$ cat config.mk
export PLATFORM = sky130hd
export DESIGN_NAME = fp16_mul_driver_flat
export DESIGN_NICKNAME = d
export VERILOG_FILES = /design/src/rtl/fp16_pkg.sv /design/src/rtl/fp16_mul_driver_if.sv /design/src/rtl/fp16_res_fifo.sv /design/src/rtl/fp16_mul_driver.sv /design/src/flat_wrapper.sv
export SDC_FILE = /design/constraint.sdc
export NUM_CORES = 1
export LEC_CHECK = 0
export CAP_MARGIN = 20
export CORE_ASPECT_RATIO = 1.5
export CORE_MARGIN = 4
export CORE_UTILIZATION = 51
export CTS_CLUSTER_DIAMETER = 150
export DETAILED_ROUTE_END_ITERATION = 8
export PLACE_DENSITY = 0.77
export SYNTH_ARGS = -nofsm -noshare
export SYNTH_HDL_FRONTEND = slang
export SYNTH_SLANG_ARGS = --single-unit
$ cat constraint.sdc
create_clock -name clk -period 4.2 [get_ports clk]
set_input_delay 1.05 -clock clk [delete_from_list [all_inputs] [get_ports clk]]
set_output_delay 1.05 -clock clk [all_outputs]
set_load 0.005 [all_outputs]
$ cat src/rtl/fp16_pkg.sv
`default_nettype none
// ============================================================================
// Package  : fp16_pkg
// Desc     : Shared widths, fp16 constants and driver state encoding.
// Revision : 1.0 - initial release
// ============================================================================
package fp16_pkg;

    localparam int FP16_W = 16;

    localparam logic [FP16_W-1:0] FP16_QNAN = 16'hFE00;
    localparam logic [FP16_W-1:0] FP16_PINF = 16'h7C00;
    localparam logic [FP16_W-1:0] FP16_ONE  = 16'h3C00;

    typedef enum logic [1:0] {
        IDLE   = 2'd0,
        FEED_A = 2'd1,
        FEED_B = 2'd2,
        WAIT_Z = 2'd3
    } drv_state_t;

endpackage
`default_nettype wire

$ cat src/rtl/fp16_mul_driver_if.sv
`default_nettype none
// ============================================================================
// Interface : fp16_mul_driver_if
// Desc      : Operand stream, result stream and multiplier-side stb/ack bus.
// Revision  : 1.0 - initial release
// ============================================================================
interface fp16_mul_driver_if;
    import fp16_pkg::*;

    logic              op_valid;
    logic              op_ready;
    logic [FP16_W-1:0] op_a;
    logic [FP16_W-1:0] op_b;
    logic              res_valid;
    logic              res_ready;
    logic [FP16_W-1:0] res_data;
    logic              fpu_rst;
    logic [FP16_W-1:0] fpu_a;
    logic [FP16_W-1:0] fpu_b;
    logic              fpu_a_ack;
    logic              fpu_b_ack;
    logic [FP16_W-1:0] fpu_z;
    logic              fpu_z_stb;
    logic              fpu_z_ack;

    // slave is the driver's view; master is the surrounding system + multiplier
    modport slave (
        input  op_valid, op_a, op_b, res_ready,
        input  fpu_a_ack, fpu_b_ack, fpu_z, fpu_z_stb,
        output op_ready, res_valid, res_data,
        output fpu_rst, fpu_a, fpu_b, fpu_z_ack
    );

    modport master (
        output op_valid, op_a, op_b, res_ready,
        output fpu_a_ack, fpu_b_ack, fpu_z, fpu_z_stb,
        input  op_ready, res_valid, res_data,
        input  fpu_rst, fpu_a, fpu_b, fpu_z_ack
    );

endinterface
`default_nettype wire

$ cat src/rtl/fp16_res_fifo.sv
`default_nettype none
// ============================================================================
// Module   : fp16_res_fifo
// Desc     : Show-ahead result FIFO; head reads as zero while empty.
// Revision : 1.0 - initial release
// ============================================================================
module fp16_res_fifo #(
    parameter int DEPTH = 4,
    parameter int WIDTH = 16
) (
    input  wire                     clk,
    input  wire                     rst,
    input  wire                     push,
    input  wire  [WIDTH-1:0]        push_data,
    input  wire                     pop,
    output logic [WIDTH-1:0]        head_data,
    output logic                    full,
    output logic                    empty,
    output logic [$clog2(DEPTH):0]  count
);

    localparam int                c_AW      = $clog2(DEPTH);
    localparam logic [c_AW-1:0]   c_PTR_ONE = (c_AW)'(1);
    localparam logic [c_AW:0]     c_CNT_ONE = (c_AW+1)'(1);
    localparam logic [c_AW:0]     c_CNT_MAX = (c_AW+1)'(DEPTH);

    logic [WIDTH-1:0] r_mem [DEPTH];
    logic [c_AW-1:0]  r_wr_ptr;
    logic [c_AW-1:0]  r_rd_ptr;
    logic [c_AW:0]    r_count;
    logic             w_push;
    logic             w_pop;

    // A full FIFO refuses the write even when a pop frees a slot this cycle
    assign w_push    = push & ~full;
    assign w_pop     = pop & ~empty;
    assign full      = (r_count == c_CNT_MAX);
    assign empty     = (r_count == '0);
    assign count     = r_count;
    assign head_data = empty ? '0 : r_mem[r_rd_ptr];

    always_ff @(posedge clk) begin
        if (rst) begin
            r_wr_ptr <= '0;
            r_rd_ptr <= '0;
            r_count  <= '0;
        end else begin
            if (w_push) begin
                r_mem[r_wr_ptr] <= push_data;
                r_wr_ptr        <= r_wr_ptr + c_PTR_ONE;
            end
            if (w_pop) begin
                r_rd_ptr <= r_rd_ptr + c_PTR_ONE;
            end
            case ({w_push, w_pop})
                2'b10:   r_count <= r_count + c_CNT_ONE;
                2'b01:   r_count <= r_count - c_CNT_ONE;
                default: r_count <= r_count;
            endcase
        end
    end

endmodule
`default_nettype wire

$ cat src/rtl/fp16_mul_driver.sv
`default_nettype none
// ============================================================================
// Module   : fp16_mul_driver
// Desc     : Feeds one fp16 multiplier over stb/ack, buffers its results and
//            aborts hung operations with a watchdog.
// Revision : 1.0 - initial release
// ============================================================================
module fp16_mul_driver
    import fp16_pkg::*;
#(
    parameter int RES_DEPTH = 4,
    parameter int TIMEOUT   = 64
) (
    input  wire                   clk,
    input  wire                   rst,
    fp16_mul_driver_if.slave      bus,
    output logic                  busy,
    output logic                  timeout_err,
    output logic [15:0]           op_count
);

    localparam int                c_WD_W    = $clog2(TIMEOUT) + 1;
    localparam logic [c_WD_W-1:0] c_WD_ONE  = (c_WD_W)'(1);
    localparam logic [c_WD_W-1:0] c_WD_LAST = (c_WD_W)'(TIMEOUT - 1);

    drv_state_t          r_state;
    logic                r_fpu_rst_q;
    logic [FP16_W-1:0]   r_fpu_a;
    logic [FP16_W-1:0]   r_fpu_b;
    logic                r_pend_valid;
    logic [FP16_W-1:0]   r_pend_a;
    logic [FP16_W-1:0]   r_pend_b;
    logic [c_WD_W-1:0]   r_wdog;
    logic                r_timeout_err;
    logic [15:0]         r_op_count;

    logic                w_op_fire;
    logic                w_fifo_full;
    logic                w_fifo_empty;
    logic                w_z_ack;
    logic                w_push;
    logic                w_pop;
    logic                w_wd_tick;
    logic                w_wd_expire;
    logic [$clog2(RES_DEPTH):0] w_unused_fifo_count;

    assign w_op_fire   = bus.op_valid & ~r_pend_valid;
    assign w_z_ack     = (r_state == WAIT_Z) & ~w_fifo_full;
    assign w_push      = bus.fpu_z_stb & w_z_ack;
    assign w_pop       = bus.res_ready & ~w_fifo_empty;
    // A full FIFO is downstream stall, not a hung multiplier
    assign w_wd_tick   = (r_state != IDLE) & ~((r_state == WAIT_Z) & w_fifo_full);
    assign w_wd_expire = w_wd_tick & (r_wdog == c_WD_LAST);

    assign bus.op_ready  = ~r_pend_valid;
    assign bus.res_valid = ~w_fifo_empty;
    assign bus.fpu_rst   = rst | r_fpu_rst_q;
    assign bus.fpu_a     = r_fpu_a;
    assign bus.fpu_b     = r_fpu_b;
    assign bus.fpu_z_ack = w_z_ack;
    assign busy          = (r_state != IDLE);
    assign timeout_err   = r_timeout_err;
    assign op_count      = r_op_count;

    always_ff @(posedge clk) begin
        if (rst) begin
            r_state       <= IDLE;
            r_fpu_rst_q   <= 1'b1;
            r_fpu_a       <= '0;
            r_fpu_b       <= '0;
            r_pend_valid  <= 1'b0;
            r_pend_a      <= '0;
            r_pend_b      <= '0;
            r_wdog        <= '0;
            r_timeout_err <= 1'b0;
            r_op_count    <= '0;
        end else begin
            if (w_op_fire) begin
                r_pend_a     <= bus.op_a;
                r_pend_b     <= bus.op_b;
                r_pend_valid <= 1'b1;
            end
            if (w_wd_tick) begin
                r_wdog <= r_wdog + c_WD_ONE;
            end
            if (w_push) begin
                r_op_count <= r_op_count + 16'd1;
            end

            case (r_state)
                IDLE: begin
                    r_fpu_rst_q <= 1'b1;
                    if (r_pend_valid) begin
                        r_fpu_a      <= r_pend_a;
                        r_fpu_b      <= r_pend_b;
                        r_pend_valid <= 1'b0;
                        r_fpu_rst_q  <= 1'b0;
                        r_wdog       <= '0;
                        r_state      <= FEED_A;
                    end
                end
                FEED_A: begin
                    if (w_wd_expire) begin
                        r_timeout_err <= 1'b1;
                        r_fpu_rst_q   <= 1'b1;
                        r_state       <= IDLE;
                    end else if (bus.fpu_a_ack) begin
                        r_state <= FEED_B;
                    end
                end
                FEED_B: begin
                    if (w_wd_expire) begin
                        r_timeout_err <= 1'b1;
                        r_fpu_rst_q   <= 1'b1;
                        r_state       <= IDLE;
                    end else if (bus.fpu_b_ack) begin
                        r_state <= WAIT_Z;
                    end
                end
                WAIT_Z: begin
                    if (w_push) begin
                        if (r_pend_valid) begin
                            // Back-to-back: multiplier is already back in get_a
                            r_fpu_a      <= r_pend_a;
                            r_fpu_b      <= r_pend_b;
                            r_pend_valid <= 1'b0;
                            r_wdog       <= '0;
                            r_state      <= FEED_A;
                        end else begin
                            r_fpu_rst_q <= 1'b1;
                            r_state     <= IDLE;
                        end
                    end else if (w_wd_expire) begin
                        r_timeout_err <= 1'b1;
                        r_fpu_rst_q   <= 1'b1;
                        r_state       <= IDLE;
                    end
                end
                default: begin
                    r_fpu_rst_q <= 1'b1;
                    r_state     <= IDLE;
                end
            endcase
        end
    end

    fp16_res_fifo #(
        .DEPTH (RES_DEPTH),
        .WIDTH (FP16_W)
    ) u_res_fifo (
        .clk       (clk),
        .rst       (rst),
        .push      (w_push),
        .push_data (bus.fpu_z),
        .pop       (w_pop),
        .head_data (bus.res_data),
        .full      (w_fifo_full),
        .empty     (w_fifo_empty),
        .count     (w_unused_fifo_count)
    );

endmodule
`default_nettype wire
$ cat src/flat_wrapper.sv
// flat-port wrapper written by rule: the top's interface ports become plain ports
module fp16_mul_driver_flat import fp16_pkg::*;
#(
    parameter int RES_DEPTH = 4,
    parameter int TIMEOUT   = 64
)
  (clk, rst, busy, timeout_err, op_count, bus_op_valid, bus_op_a, bus_op_b, bus_res_ready, bus_fpu_a_ack, bus_fpu_b_ack, bus_fpu_z, bus_fpu_z_stb, bus_op_ready, bus_res_valid, bus_res_data, bus_fpu_rst, bus_fpu_a, bus_fpu_b, bus_fpu_z_ack);
  fp16_mul_driver_if bus_i ();
  input  wire clk;
  input  wire rst;
  output logic busy;
  output logic timeout_err;
  output logic [15:0] op_count;
  input wire logic [$bits(bus_i.op_valid)-1:0] bus_op_valid;
  input wire logic [$bits(bus_i.op_a)-1:0] bus_op_a;
  input wire logic [$bits(bus_i.op_b)-1:0] bus_op_b;
  input wire logic [$bits(bus_i.res_ready)-1:0] bus_res_ready;
  input wire logic [$bits(bus_i.fpu_a_ack)-1:0] bus_fpu_a_ack;
  input wire logic [$bits(bus_i.fpu_b_ack)-1:0] bus_fpu_b_ack;
  input wire logic [$bits(bus_i.fpu_z)-1:0] bus_fpu_z;
  input wire logic [$bits(bus_i.fpu_z_stb)-1:0] bus_fpu_z_stb;
  output wire logic [$bits(bus_i.op_ready)-1:0] bus_op_ready;
  output wire logic [$bits(bus_i.res_valid)-1:0] bus_res_valid;
  output wire logic [$bits(bus_i.res_data)-1:0] bus_res_data;
  output wire logic [$bits(bus_i.fpu_rst)-1:0] bus_fpu_rst;
  output wire logic [$bits(bus_i.fpu_a)-1:0] bus_fpu_a;
  output wire logic [$bits(bus_i.fpu_b)-1:0] bus_fpu_b;
  output wire logic [$bits(bus_i.fpu_z_ack)-1:0] bus_fpu_z_ack;
  assign bus_i.op_valid = bus_op_valid;
  assign bus_i.op_a = bus_op_a;
  assign bus_i.op_b = bus_op_b;
  assign bus_i.res_ready = bus_res_ready;
  assign bus_i.fpu_a_ack = bus_fpu_a_ack;
  assign bus_i.fpu_b_ack = bus_fpu_b_ack;
  assign bus_i.fpu_z = bus_fpu_z;
  assign bus_i.fpu_z_stb = bus_fpu_z_stb;
  assign bus_op_ready = bus_i.op_ready;
  assign bus_res_valid = bus_i.res_valid;
  assign bus_res_data = bus_i.res_data;
  assign bus_fpu_rst = bus_i.fpu_rst;
  assign bus_fpu_a = bus_i.fpu_a;
  assign bus_fpu_b = bus_i.fpu_b;
  assign bus_fpu_z_ack = bus_i.fpu_z_ack;
  fp16_mul_driver #(.RES_DEPTH(RES_DEPTH), .TIMEOUT(TIMEOUT)) u_core (.clk(clk), .rst(rst), .bus(bus_i), .busy(busy), .timeout_err(timeout_err), .op_count(op_count));
endmodule
==> results of run 1 <==
cell type report:
cell class | count | area, sq um
Multi-Input combinational cell | 383 | 2650
Timing Repair Buffer | 132 | 1320
Clock buffer | 24 | 474
Clock inverter | 8 | 126
Fill cell | 991 | 4250
Tap cell | 159 | 199
Inverter | 16 | 60.1
Sequential cell | 165 | 3940
flip-flops by register name, indices dropped and copies added, names as in the netlist, 2 cells and up, named ones only:
register	flops
u_core.u_res_fifo.r_mem	64
u_core.bus.fpu_a	16
u_core.bus.fpu_b	16
u_core.op_count	16
u_core.r_pend_a	16
u_core.r_pend_b	16
u_core.r_wdog	7
u_core.u_res_fifo.count	3
u_core.r_state	2
u_core.u_res_fifo.r_rd_ptr	2
u_core.u_res_fifo.r_wr_ptr	2
layout by cell type (no fill, tap or decap), types with 3 or more instances in the layout:
cell type and instances:
clkdlybuf4s50_1 123, dfxtp_1 101, nand2_1 74, nand2b_1 66
edfxtp_1 64, a21oi_1 47, mux2i_1 32, nor2_1 29
and2_1 22, clkbuf_16 18, mux4_2 16, inv_1 15
xnor2_1 12, ha_1 11, nand3_1 7, xor2_1 7
buf_4 7, o21ai_0 6, or3_1 5, o31ai_1 5
or4_1 5, clkbuf_1 5, nand4_1 4, a211oi_1 3
nor3_1 3, nor3b_1 3, bufinv_16 3, clkinv_4 3
per-stage QoR:
step	worst slack (ns)	hold slack (ns)	utilization
finish	0.900	0.455	0.674
global route	0.763	0.474	0.674
CTS	0.834	0.456	0.671
floorplan	1.44	0.437	-
detailed placement	0.713	0.441	0.625
global placement	0.844	0.435	0.625
worst max path at each step:
stage                        startpoint                                        to  slack, ns  cells after the start
after floorplan                     rst                               bus_fpu_rst       1.44                      3
after global placement    bus_fpu_z_stb  u_core.u_res_fifo.r_mem[0][14]$_DFFE_PP_       0.84                      6
final                              flop                          bus_res_data[10]       0.90                      3
after CTS                          flop                          bus_res_data[10]       0.83                      3
after global routing               flop                           bus_res_data[0]       0.76                      3
after detailed placement  bus_fpu_z_stb   u_core.u_res_fifo.r_mem[0][8]$_DFFE_PP_       0.71                      6
worst max-delay path, stage by stage (launching register included):
cell	delay, ns
dfxtp_1	0.81
mux4_2	0.41
and2_1	0.18
clkdlybuf4s50_1	0.45
metal layers:
layer | part of all wire | GRT usage
met5 | 0 | 0
met4 | 0.023 | 0.0801
met3 | 0.043 | 0.0477
met2 | 0.55 | 0.355
met1 | 0.39 | 0.222
cells by family after synthesis:
logic type | Yosys count | synth area share
and+or+nand+nor | 235 | 0.183
buffers and inverters | 50 | 0.0299
DFF | 165 | 0.581
adders and majority gates | 12 | 0.0232
AOI/OAI and AO/OA | 69 | 0.0581
muxes | 48 | 0.100
xor gates and xnor gates | 19 | 0.0245
power groups by stage:
| stage | registers, mW | clock network, mW | logic, mW |
|---|---|---|---|
| floorplan | 1.81 | 0 | 0.327 |
| global placement | 1.81 | 0 | 0.507 |
| detailed placement | 1.82 | 0 | 0.521 |
| CTS | 1.78 | 1.59 | 0.525 |
| global route | 1.79 | 1.66 | 0.583 |
| finish | 1.78 | 1.56 | 0.533 |
==> flow_summary.json, run 1 <==
{
  "rsz0062_at_grt": "no",
  "status": "completed",
  "p_per_area_nw_per_um2": 441,
  "worstReg2RegEnd": "u_core.u_res_fifo.r_mem[0][9]$_DFFE_PP_",
  "diodes": 0,
  "switching_share": 0.231,
  "place_inst": 853,
  "netlist_instances": 598,
  "slew_headroom": 0.452,
  "wl_per_cell_microns": 16.2,
  "rows": 51,
  "grt_max_degree": 66,
  "vias": 4684,
  "holdPathEnd": "u_core.r_pend_a[14]$_SDFFE_PP0P_",
  "tns_ns": 0,
  "antenna_found_initial": 0,
  "post_cts_buffers": 0,
  "htree_levels": 4,
  "synth.top_cell.area_share": 0.298,
  "cts-root-buf": "clkbuf_16",
  "gr-total-overflow": 0,
  "r2r_slack_ns": 1.57,
  "grt.total_usage": 0.198,
  "hold_path.class": "reg -> reg",
  "die_w_microns": 102,
  "power.total_mw": 3.87,
  "synth_flop_cell": "dfxtp_1",
  "drtPass1Iterations": 4,
  "synth_area_leader_cell": "dfxtp_1",
  "clk_pin_slew_ns": 0.06,
  "synth_cell_types": 49,
  "p_seq_frac": 0.461,
  "hold_violations": 0,
  "synth_top_cells_by_area": "dfxtp_1 (30%), edfxtp_1 (28%), nand2b_1 (6.1%), mux4_2 (5.3%), mux2i_1 (4.7%)",
  "vias_per_cell": 5.28,
  "yosysWarningCount": 0,
  "syn_area_sq_um": 6790,
  "postSynth.asyncResetShare": 0,
  "area_growth_pct": 29.2,
  "intPower_mw": 2.98,
  "drive_above_1_share": 0.0879,
  "final.setup_skew_ns": 0.0102,
  "wl_microns": 14400,
  "tritoncts": "done",
  "place_hpwl_microns": 10100,
  "p_comb_frac": 0.138,
  "worstReg2RegStart": "u_core.r_state[0]$_SDFFE_PP0P_",
  "arrival_ns": 2.25,
  "port_buffers": 124,
  "hold_depth": 2,
  "grt_pass1_vias": 4851,
  "io_pins": 125,
  "synth_common_cells": "dfxtp_1 (101), nand2_1 (74), nand2b_1 (66), edfxtp_1 (64), a21oi_1 (47)",
  "final_cell_area_sq_um": 8770,
  "maxCapViolCount": 0,
  "yosysSeqAreaShare": 0.581,
  "cp-start-kind": "flop",
  "setup-violations-final": 0,
  "placed_area_sq_um": 8140,
  "post-route-period-util": 0.786,
  "grt_pass1_wl_microns": 23400,
  "synth_edf_count": 64,
  "initial_utilization": 0.521,
  "fin_crit_ns": 3.30,
  "gp_congestion": 0.806,
  "syn_avg_cell_area_sq_um": 11.3,
  "hold_buffers": 0,
  "path_class": "reg -> out",
  "cts_resized": 0,
  "vdd_drop_max_v": 0.000302,
  "drc": 0,
  "dieArea_sq_um": 15300,
  "synth_seq_cells": 165,
  "hold_start": "u_core.r_pend_a[14]$_SDFFE_PP0P_",
  "core_sq_um": 13000,
  "ant_nets": 0,
  "power_switching_mw": 0.896,
  "cts_sinks": 165,
  "fmax_mhz": 303,
  "power_leakage_nw": 2.96,
  "tightest_slew_ns": 0.822,
  "drt_iter0_markers": 187,
  "r2r.worst_path.cells": 6,
  "clockPowerShare": 0.402,
  "synth_fp_nets": 665,
  "die_h_microns": 149,
  "cts_buffer_depth": 2,
  "crit_fanout": 16,
  "slew_violations": 0,
  "fin_cells": 887,
  "end_kind": "primary output",
  "synth.most_common_cell": "dfxtp_1",
  "fin_nets": 782,
  "cp.required_ns": 3.15,
  "clk_latency_ns": 0.41,
  "cts_buffers": 17
}
Power figures use the tool's default switching activity.
==> inputs of run 2 (changes only) <==
CORE_UTILIZATION = 47   (was 51)
PLACE_DENSITY = 0.75   (was 0.77)
clock period = 2.7 ns   (was 4.2 ns; I/O delays follow)
==> run 2 against run 1 <==
Effect of this change:
- clock power rose by 54%
- global-route usage down 1.8 points
- count of clock-buffer cells in the layout is 7 lower
- total power rose by 56%
- routed wire length rose by 2.1%
- first-iteration DRC count decreased by 4.8%
- die area is 7.9% higher
- register-to-register slack got worse by 1.2 ns
- final cell count increased by 6.1%
- critical path type unchanged
- largest cell class unchanged
==> flow_summary.json, run 2 (synthesis gave the netlist of run 1 again) <==
{
  "hold_violations": 0,
  "dieArea_sq_um": 16500,
  "fin_crit_ns": 2.64,
  "largest_reg_flops": 64,
  "cp.required_ns": 2.03,
  "initial_utilization": 0.483,
  "hold_path.class": "reg -> reg",
  "cp-start-kind": "flop",
  "cts-root-buf": "clkbuf_16",
  "vias": 4799,
  "grt.busiest_layer": "met2",
  "place_inst": 896,
  "final.setup_skew_ns": 0.00930,
  "path_class": "reg -> out",
  "r2r_slack_ns": 0.37,
  "core_sq_um": 14100,
  "grt_pass1_wl_microns": 23500,
  "wl_per_cell_microns": 15.6,
  "cts_buffer_depth": 2,
  "drtPass1Iterations": 4,
  "rows": 53,
  "status": "completed",
  "final_cell_area_sq_um": 9050,
  "port_buffers": 124,
  "post-route-period-util": 0.978,
  "drc": 0,
  "drt_iter0_markers": 178,
  "placed_area_sq_um": 8330,
  "slew_headroom": 0.316,
  "tritoncts": "done",
  "grt_pass1_vias": 4831,
  "vdd_drop_max_v": 0.000434,
  "grt_max_degree": 127,
  "end_kind": "primary output",
  "final_cell_mix": "clkdlybuf4s50_1 (107), dfxtp_1 (99), nand2_1 (74), nand2b_1 (66), edfxtp_1 (64)",
  "io_pins": 125,
  "area_growth_pct": 33.4,
  "p_per_area_nw_per_um2": 666,
  "clk_latency_ns": 0.41,
  "fin_cells": 941,
  "place_hpwl_microns": 9890,
  "met2_usage": 0.325,
  "vias_per_cell": 5.10,
  "cts_sinks": 165,
  "setup-violations-final": 0,
  "slew_violations": 0,
  "crit_path_end": "bus_res_data[3]",
  "die_h_microns": 155,
  "grt.total_usage": 0.181,
  "use_met3": 0.0473,
  "ant_nets": 0,
  "arrival_ns": 1.97,
  "maxCapViolCount": 0,
  "crit_fanout": 8,
  "power_leakage_nw": 3.16,
  "gr-total-overflow": 0,
  "top_register": "u_core.u_res_fifo.r_mem",
  "gp_congestion": 0.831,
  "wl_microns": 14700,
  "clk_pin_slew_ns": 0.07,
  "final_common_cell": "clkdlybuf4s50_1",
  "fin_nets": 803,
  "drive_above_1_share": 0.128,
  "worstReg2RegEnd": "u_core.u_res_fifo.count[2]$_SDFFE_PP0P_",
  "diodes": 0,
  "cts_buffers": 17,
  "worstReg2RegStart": "u_core.u_res_fifo.count[0]$_SDFFE_PP0P_",
  "tightest_slew_ns": 1.03,
  "r2r.worst_path.cells": 9,
  "grt_use_met1": 0.204,
  "antenna_found_initial": 0,
  "htree_levels": 4,
  "die_w_microns": 106,
  "fmax_mhz": 379
}
[run 2: where the power goes]
group / internal [mW] / total, mW / switching, mW
sequential: 2.70 / 2.77 / 0.0775
combinational: 0.421 / 0.843 / 0.422
clock: 1.33 / 2.41 / 1.08
[run 2: area by class of cell]
cell class | instances | area (sq um)
Inverter | 16 | 60.1
Clock inverter | 15 | 179
Sequential cell | 165 | 3950
Multi-Input combinational cell | 383 | 2660
Clock buffer | 17 | 425
Tap cell | 192 | 240
Fill cell | 1124 | 5000
Timing Repair Buffer | 153 | 1540
[run 2: worst min-delay path by stage]
stage / start / endpoint / slack (ns) / depth (start not counted)
5_1_grt: u_core.r_pend_b[1]$_SDFFE_PP0P_ / u_core.r_pend_b[1]$_SDFFE_PP0P_ / 0.47 / 2
3_3_place_gp: u_core.timeout_err$_SDFFE_PP0P_ / u_core.timeout_err$_SDFFE_PP0P_ / 0.44 / 2
4_1_cts: u_core.r_pend_a[0]$_SDFFE_PP0P_ / u_core.r_pend_a[0]$_SDFFE_PP0P_ / 0.46 / 2
3_5_place_dp: u_core.r_pend_b[13]$_SDFFE_PP0P_ / u_core.r_pend_b[13]$_SDFFE_PP0P_ / 0.45 / 2
2_1_floorplan: u_core.r_pend_a[0]$_SDFFE_PP0P_ / u_core.r_pend_a[0]$_SDFFE_PP0P_ / 0.44 / 2
6_report: u_core.r_pend_a[15]$_SDFFE_PP0P_ / u_core.r_pend_a[15]$_SDFFE_PP0P_ / 0.46 / 2
[run 2: repair_timing]
action	in CTS	in global routing
setup endpoints to repair	16	9
buffers inserted	10	2
cloned	1	0
gates resized for setup	19	10
hold buffers	0	0
pin swaps	0	1
[run 2: routing by layer]
layer | up-vias | part of all wire
li1 | 2354 | -
met4 | 0 | 0.017
met2 | 113 | 0.55
met5 | - | 0
met1 | 2316 | 0.39
met3 | 16 | 0.035
[run 2: worst max-delay path, cell delays in order (launching register included)]
cell and delay, ns:
dfxtp_4 0.39, buf_12 0.13, buf_4 0.11, mux4_2 0.49, and2_4 0.17, dlygate4sd2_1 0.25
[run 2: stage by stage]
step | hold slack [ns] | worst slack (ns) | TNS (ns) | total power, mW | utilization
finish | 0.455 | 0.0594 | 0 | 6.03 | 0.644
global placement | 0.442 | 0.0656 | 0 | 3.63 | 0.592
floorplan | 0.437 | 0.504 | 0 | 3.32 | -
detailed placement | 0.449 | -0.0263 | -0.0263 | 3.67 | 0.592
global route | 0.473 | -0.00437 | -0.00437 | 6.30 | 0.644
CTS | 0.459 | 0.0190 | 0 | 6.10 | 0.641
